File: src/rtl/mmio_uart_tx_if.sv
// mmio_uart_tx_if: CPU I/O bus slice seen by the memory-mapped UART transmitter.
interface mmio_uart_tx_if;
    logic [31:0] addr;
    logic [31:0] wr_data;
    logic [31:0] rd_data;
    logic        io_en;
    logic        sel;
    modport master (output addr, wr_data, io_en, input sel, rd_data);
    modport slave (input addr, wr_data, io_en, output sel, rd_data);
endinterface

File: src/rtl/mmio_uart_tx.sv
// mmio_uart_tx: CPU-bus UART transmitter with TX FIFO, 8N1 serialiser, status register and done irq.
module mmio_uart_tx #(
    parameter logic [31:0] BASE_ADDR    = 32'hFFFF_0010,
    parameter int          CLKS_PER_BIT = 16,
    parameter int          FIFO_DEPTH   = 8
) (
    input  logic            clk,
    input  logic            rst,
    mmio_uart_tx_if.slave   bus,
    output logic            txd,
    output logic            irq
);
    localparam int AW = $clog2(FIFO_DEPTH);
    localparam int CW = AW + 1;
    localparam int BW = $clog2(CLKS_PER_BIT);
    typedef enum logic [1:0] {IDLE, START, DATA, STOP} state_t;
    state_t state, state_n;
    logic [7:0] mem [FIFO_DEPTH];
    logic [AW-1:0] rd_ptr, wr_ptr;
    logic [CW-1:0] count, count_n;
    logic [BW-1:0] baud, baud_n;
    logic [2:0] bit_idx, bit_n;
    logic [7:0] sh, sh_n;
    logic [1:0] off;
    logic txd_n, ovf, full, empty, wr, push_req, push, pop, last, unused;
    assign off      = bus.addr[3:2];
    assign bus.sel  = bus.addr[31:4] == BASE_ADDR[31:4];
    assign wr       = bus.io_en & bus.sel;
    assign push_req = wr && off == 2'd0;
    assign full     = count == CW'(FIFO_DEPTH);
    assign empty    = count == '0;
    assign push     = push_req & ~full;
    assign pop      = state == IDLE && !empty;
    assign last     = baud == BW'(CLKS_PER_BIT - 1);
    assign count_n  = count + CW'(push) - CW'(pop);
    assign bus.rd_data = bus.sel && off == 2'd1 ?
        {16'h0, 8'(count), 4'h0, ovf, state != IDLE, empty, full} : '0;
    assign unused   = ^{bus.wr_data[31:8], bus.addr[1:0]};
    always_ff @(posedge clk)
        if (push) mem[wr_ptr] <= bus.wr_data[7:0];
    // A full-FIFO push is dropped even when the FSM pops that same cycle.
    always_ff @(posedge clk) begin
        if (rst) begin
            rd_ptr <= '0;
            wr_ptr <= '0;
            count  <= '0;
            ovf    <= 1'b0;
            irq    <= 1'b1;
        end else begin
            if (push) wr_ptr <= wr_ptr + 1'b1;
            if (pop) rd_ptr <= rd_ptr + 1'b1;
            count <= count_n;
            ovf   <= wr && off == 2'd1 ? 1'b0 : ovf | (push_req & full);
            irq   <= state_n == IDLE && count_n == '0;
        end
    end
    always_ff @(posedge clk) begin
        if (rst) begin
            state   <= IDLE;
            baud    <= '0;
            bit_idx <= '0;
            sh      <= '0;
            txd     <= 1'b1;
        end else begin
            state   <= state_n;
            baud    <= baud_n;
            bit_idx <= bit_n;
            sh      <= sh_n;
            txd     <= txd_n;
        end
    end
    always_comb begin
        state_n = state;
        baud_n  = '0;
        bit_n   = bit_idx;
        sh_n    = sh;
        txd_n   = txd;
        case (state)
            IDLE:
                if (pop) begin
                    state_n = START;
                    sh_n    = mem[rd_ptr];
                    txd_n   = 1'b0;
                end
            START:
                if (last) begin
                    state_n = DATA;
                    bit_n   = '0;
                    txd_n   = sh[0];
                end else baud_n = baud + 1'b1;
            DATA:
                if (last) begin
                    if (bit_idx == 3'd7) begin
                        state_n = STOP;
                        txd_n   = 1'b1;
                    end else begin
                        bit_n = bit_idx + 1'b1;
                        sh_n  = sh >> 1;
                        txd_n = sh[1];
                    end
                end else baud_n = baud + 1'b1;
            STOP:
                if (last) state_n = IDLE;
                else baud_n = baud + 1'b1;
            default: state_n = IDLE;
        endcase
    end
endmodule

File: src/flat_wrapper.sv
// flat-port wrapper written by rule: the top's interface ports become plain ports
module mmio_uart_tx_flat 
#(
    parameter logic [31:0] BASE_ADDR    = 32'hFFFF_0010,
    parameter int          CLKS_PER_BIT = 16,
    parameter int          FIFO_DEPTH   = 8
)
  (clk, rst, txd, irq, bus_addr, bus_wr_data, bus_io_en, bus_sel, bus_rd_data);
  mmio_uart_tx_if bus_i ();
  input  logic clk;
  input  logic rst;
  output logic txd;
  output logic irq;
  input wire logic [$bits(bus_i.addr)-1:0] bus_addr;
  input wire logic [$bits(bus_i.wr_data)-1:0] bus_wr_data;
  input wire logic [$bits(bus_i.io_en)-1:0] bus_io_en;
  output wire logic [$bits(bus_i.sel)-1:0] bus_sel;
  output wire logic [$bits(bus_i.rd_data)-1:0] bus_rd_data;
  assign bus_i.addr = bus_addr;
  assign bus_i.wr_data = bus_wr_data;
  assign bus_i.io_en = bus_io_en;
  assign bus_sel = bus_i.sel;
  assign bus_rd_data = bus_i.rd_data;
  mmio_uart_tx #(.BASE_ADDR(BASE_ADDR), .CLKS_PER_BIT(CLKS_PER_BIT), .FIFO_DEPTH(FIFO_DEPTH)) u_core (.clk(clk), .rst(rst), .bus(bus_i), .txd(txd), .irq(irq));
endmodule
File: config.mk
export PLATFORM = sky130hd
export DESIGN_NAME = mmio_uart_tx_flat
export DESIGN_NICKNAME = d
export VERILOG_FILES = /design/src/rtl/mmio_uart_tx_if.sv /design/src/rtl/mmio_uart_tx.sv /design/src/flat_wrapper.sv
export SDC_FILE = /design/constraint.sdc
export NUM_CORES = 1
export LEC_CHECK = 0
export CAP_MARGIN = 20
export CORE_AREA = 5 5 113 115
export DETAILED_ROUTE_END_ITERATION = 10
export DIE_AREA = 0 0 118 120
export HOLD_SLACK_MARGIN = 0.05
export MAX_ROUTING_LAYER = met4
export PLACE_DENSITY_LB_ADDON = 0.25
export SLEW_MARGIN = 0
export SYNTH_ARGS = -nofsm -noshare
export SYNTH_HDL_FRONTEND = slang
export SYNTH_SLANG_ARGS = --single-unit
File: constraint.sdc
create_clock -name clk -period 4.45 [get_ports clk]
set_clock_uncertainty 0.15 [all_clocks]
set_input_delay 1.335 -clock clk [delete_from_list [all_inputs] [get_ports clk]]
set_output_delay 1.335 -clock clk [all_outputs]
set_load 0.02 [all_outputs]
==> reports/metrics.cfg <==
[run_status]
outcome=complete, but fails checks
violations=setup timing

[clock_network]
postCtsHoldBufs=0
h-tree-depth=3
cts_num_sinks=97
clock_latency_ps=350
cts_tree=done
clk_pin_slew_ps=70
clock-root-buffer=clkbuf_16
cts-buffers-inserted=9
cts_buffer_depth=2

[floorplanning]
row_count=40
ios=102
core-area_mm2=0.01171
fp.dieW_um=118
start_util=0.3880
die_area_mm2=0.01416
die_h_um=120

[detailed_routing]
routedWlPerCell_um=15.13
vias=2887
via_per_inst=4.969
drtIter0Drc=140
drt_wl_total_um=8793
route.detailed.drc=0
firstDrtPassIters=4
antenna_left=0

[worst_setup_path]
crit_chain=buf_6 > or4b_4 > or4_4 > nor4_4 > buf_4 > nor2b_4 > buf_6
cp_data_arrival_time_ps=2970
crit_top_cell=buf_6
worstPathRequired_ps=2960
crit_type=input port to primary output
cpMaxStageDelayCell=or4b_4
path_delay_family=simple AND/OR/NAND/NOR gates
start_kind=input port
critPathBufInv=3
cpPeakStageDelay_ps=520
critPathCaptureType=primary output
ff2ff_path_depth=13
cp.depth=7
cp_max_fo=8

[grt]
grt-ovfl-total=0
grt_start_max_net_pins=27
grt_pass1_wl_um=14300
grt_use_total=0.1304
grt_pass1_vias=2817
antenna_found_initial=0

[timing]
fin_crit_ps=4458
hold_viol=0
tightest_slew_ps=704.3
period_share=1.002
max_freq_ghz=0.2243
max-slew-margin-rel=0.5294
setup-tns-final_ps=-40.14
setup_ws_ps=-8.289
setup_viol=7
slew_viol_final=0
whs_ps=296.7
rsz0062_at_grt=true

[synth]
syn_avg_cell_area_um2=12.95
synth_seq_area_share=0.5683
synth_enable_flop_cells=64
yosys_warnings=0
synth.cell_area_mm2=0.004544
synthFlopType=edfxtp_1
yosys_register_bits=97
ys_types=55
async_flop_share=0
syn_inst=351

[final_layout]
fillerInstances=1060
finalNonFillerCells=581
synthToLayoutAreaGrowth_pct=23.98
antenna_cells=0
drive_gt1_frac=0.2327
seq_area_mm2=0.002582
multi_input_area_mm2=0.001804
final_nets=513

[pwr]
powerDensity_mw_per_mm2=452.0
ir_drop_v=0.0003340
cellLeakagePower_uw=0.002081

[placed_design]
gp_congestion=0.7452
io_buffers=51
place_ws_ps=-1033
dp.cells=561
hpwl_um=6287

[hold_path]
worst_hold_path_type=register to register
hold_depth=1

[flow_run]
cap_violations=0

## metrics by stage
stage,area (um^2),utilization,total power [uW]
after global routing,5634,0.4811,2719
after CTS,5620,0.4799,2584
after detailed placement,5303,0.4528,1824
after global placement,5288,0.4515,1804
after floorplan,4647,-,1643
final,5634,0.4811,2547
## path summary, 6_finish.rpt
| path | start | slack, ps | to |
|---|---|---|---|
| min | u_core.baud[0] | 300 | u_core.baud[0] |
| min reg2reg | u_core.baud[0] | 300 | u_core.baud[0] |
| max reg2reg | u_core.count[2] | 1370 | u_core.irq |
| max | bus_addr[12] | -8 | bus_rd_data[2] |
## cells in the mapped netlist, drive strengths merged (2+ instances only)
| master | instances | area [um^2] |
|---|---|---|
| edfxtp | 64 | 1922 |
| dfxtp | 33 | 660.6 |
| buf | 29 | 201.4 |
| nand2 | 22 | 82.58 |
| nor2 | 20 | 75.07 |
| ha | 16 | 200.2 |
| mux4 | 16 | 360.4 |
| inv | 13 | 48.80 |
| nand3 | 12 | 65.06 |
| nor2b | 10 | 62.56 |
| o21ai | 10 | 50.05 |
| clkbuf | 8 | 40.04 |
| mux2 | 8 | 90.09 |
| a21oi | 7 | 35.03 |
| and2 | 7 | 43.79 |
| nor3 | 7 | 35.03 |
| or4 | 7 | 56.30 |
| nor4 | 6 | 58.80 |
| nand4b | 4 | 35.03 |
| nor4b | 4 | 35.03 |
| or3 | 4 | 25.02 |
| xor2 | 4 | 35.03 |
| and3 | 3 | 18.77 |
| nand2b | 3 | 18.77 |
| nand4 | 3 | 18.77 |
| nor3b | 3 | 22.52 |
| a21o | 2 | 15.01 |
| a31oi | 2 | 12.51 |
| and4 | 2 | 18.77 |
| mux2i | 2 | 20.02 |
| nor4bb | 2 | 20.02 |
| o31ai | 2 | 15.01 |
| or2 | 2 | 12.51 |
| xnor2 | 2 | 17.52 |
## logic make-up (layout without fill, tap and decap cells)
group,Yosys count,count (layout),share of synthesized area
flops,97,97,0.5683
buf+inv,50,110,0.06388
xor+xnor,6,6,0.01156
mux,26,26,0.1035
fa+ha+maj,17,17,0.04846
simple gates,125,125,0.1638
other cells,1,24,0.0008252
compound gates,29,29,0.03965
## sequential cells by signal (all words and copies together) (netlist names), named ones only
register        count
u_core.bit_idx      3
u_core.sh           8
u_core.ovf          1
u_core.mem         64
u_core.wr_ptr       3
u_core.count        4
u_core.state        2
u_core.txd          1
u_core.rd_ptr       3
u_core.irq          1
u_core.baud         4
## power breakdown
part | switching, uW | internal (uW) | total [uW]
Sequential | 92.3 | 1040 | 1130
Combinational | 325 | 342 | 668
Clock | 352 | 394 | 746
## layout by cell type (no fill, tap or decap), drive strengths merged, types with 4 or more instances in the layout
cell / count
nor4: 6
buf: 42
o21ai: 10
or4: 7
or3: 4
nand2: 22
nor2b: 10
nand3: 12
dfxtp: 33
mux4: 16
nor2: 20
nor3: 7
mux2: 8
and2: 7
ha: 16
clkbuf: 10
nand4b: 4
clkdlybuf4s50: 26
nor4b: 4
inv: 17
conb: 24
xor2: 4
edfxtp: 64
a21oi: 7
dlygate4sd2: 12
## metal layers
metal	up-vias	GRT usage	share of wire
li1	1416	-	-
met1	1397	0.1550	0.43
met2	62	0.2199	0.52
met3	12	0.03299	0.042
met4	0	0.03871	0.012
met5	-	-	0
## layout make-up
class | instances | area share
tap | 147 | 0.03264
timing repair buffer | 81 | 0.1286
clock inverter | 6 | 0.01088
multi-input combinational | 227 | 0.3202
sequential | 97 | 0.4584
inverter | 13 | 0.008661
clock buffer | 10 | 0.04064
## worst register-to-register path: cells and delay by family (launching register included)
family,cells,cell delay (ps)
xor+xnor,1,160
fa+ha+maj,4,990
flops,1,310
simple gates,3,860
buf+inv,4,270
compound gates,1,230
## repair_timing
action	4_1_cts	5_1_grt
endpoints found under the setup margin	9	9
resized for setup	80	4
pin swaps	7	0
setup buffers	4	0
No activity file was read; power rests on OpenSTA's default activity.
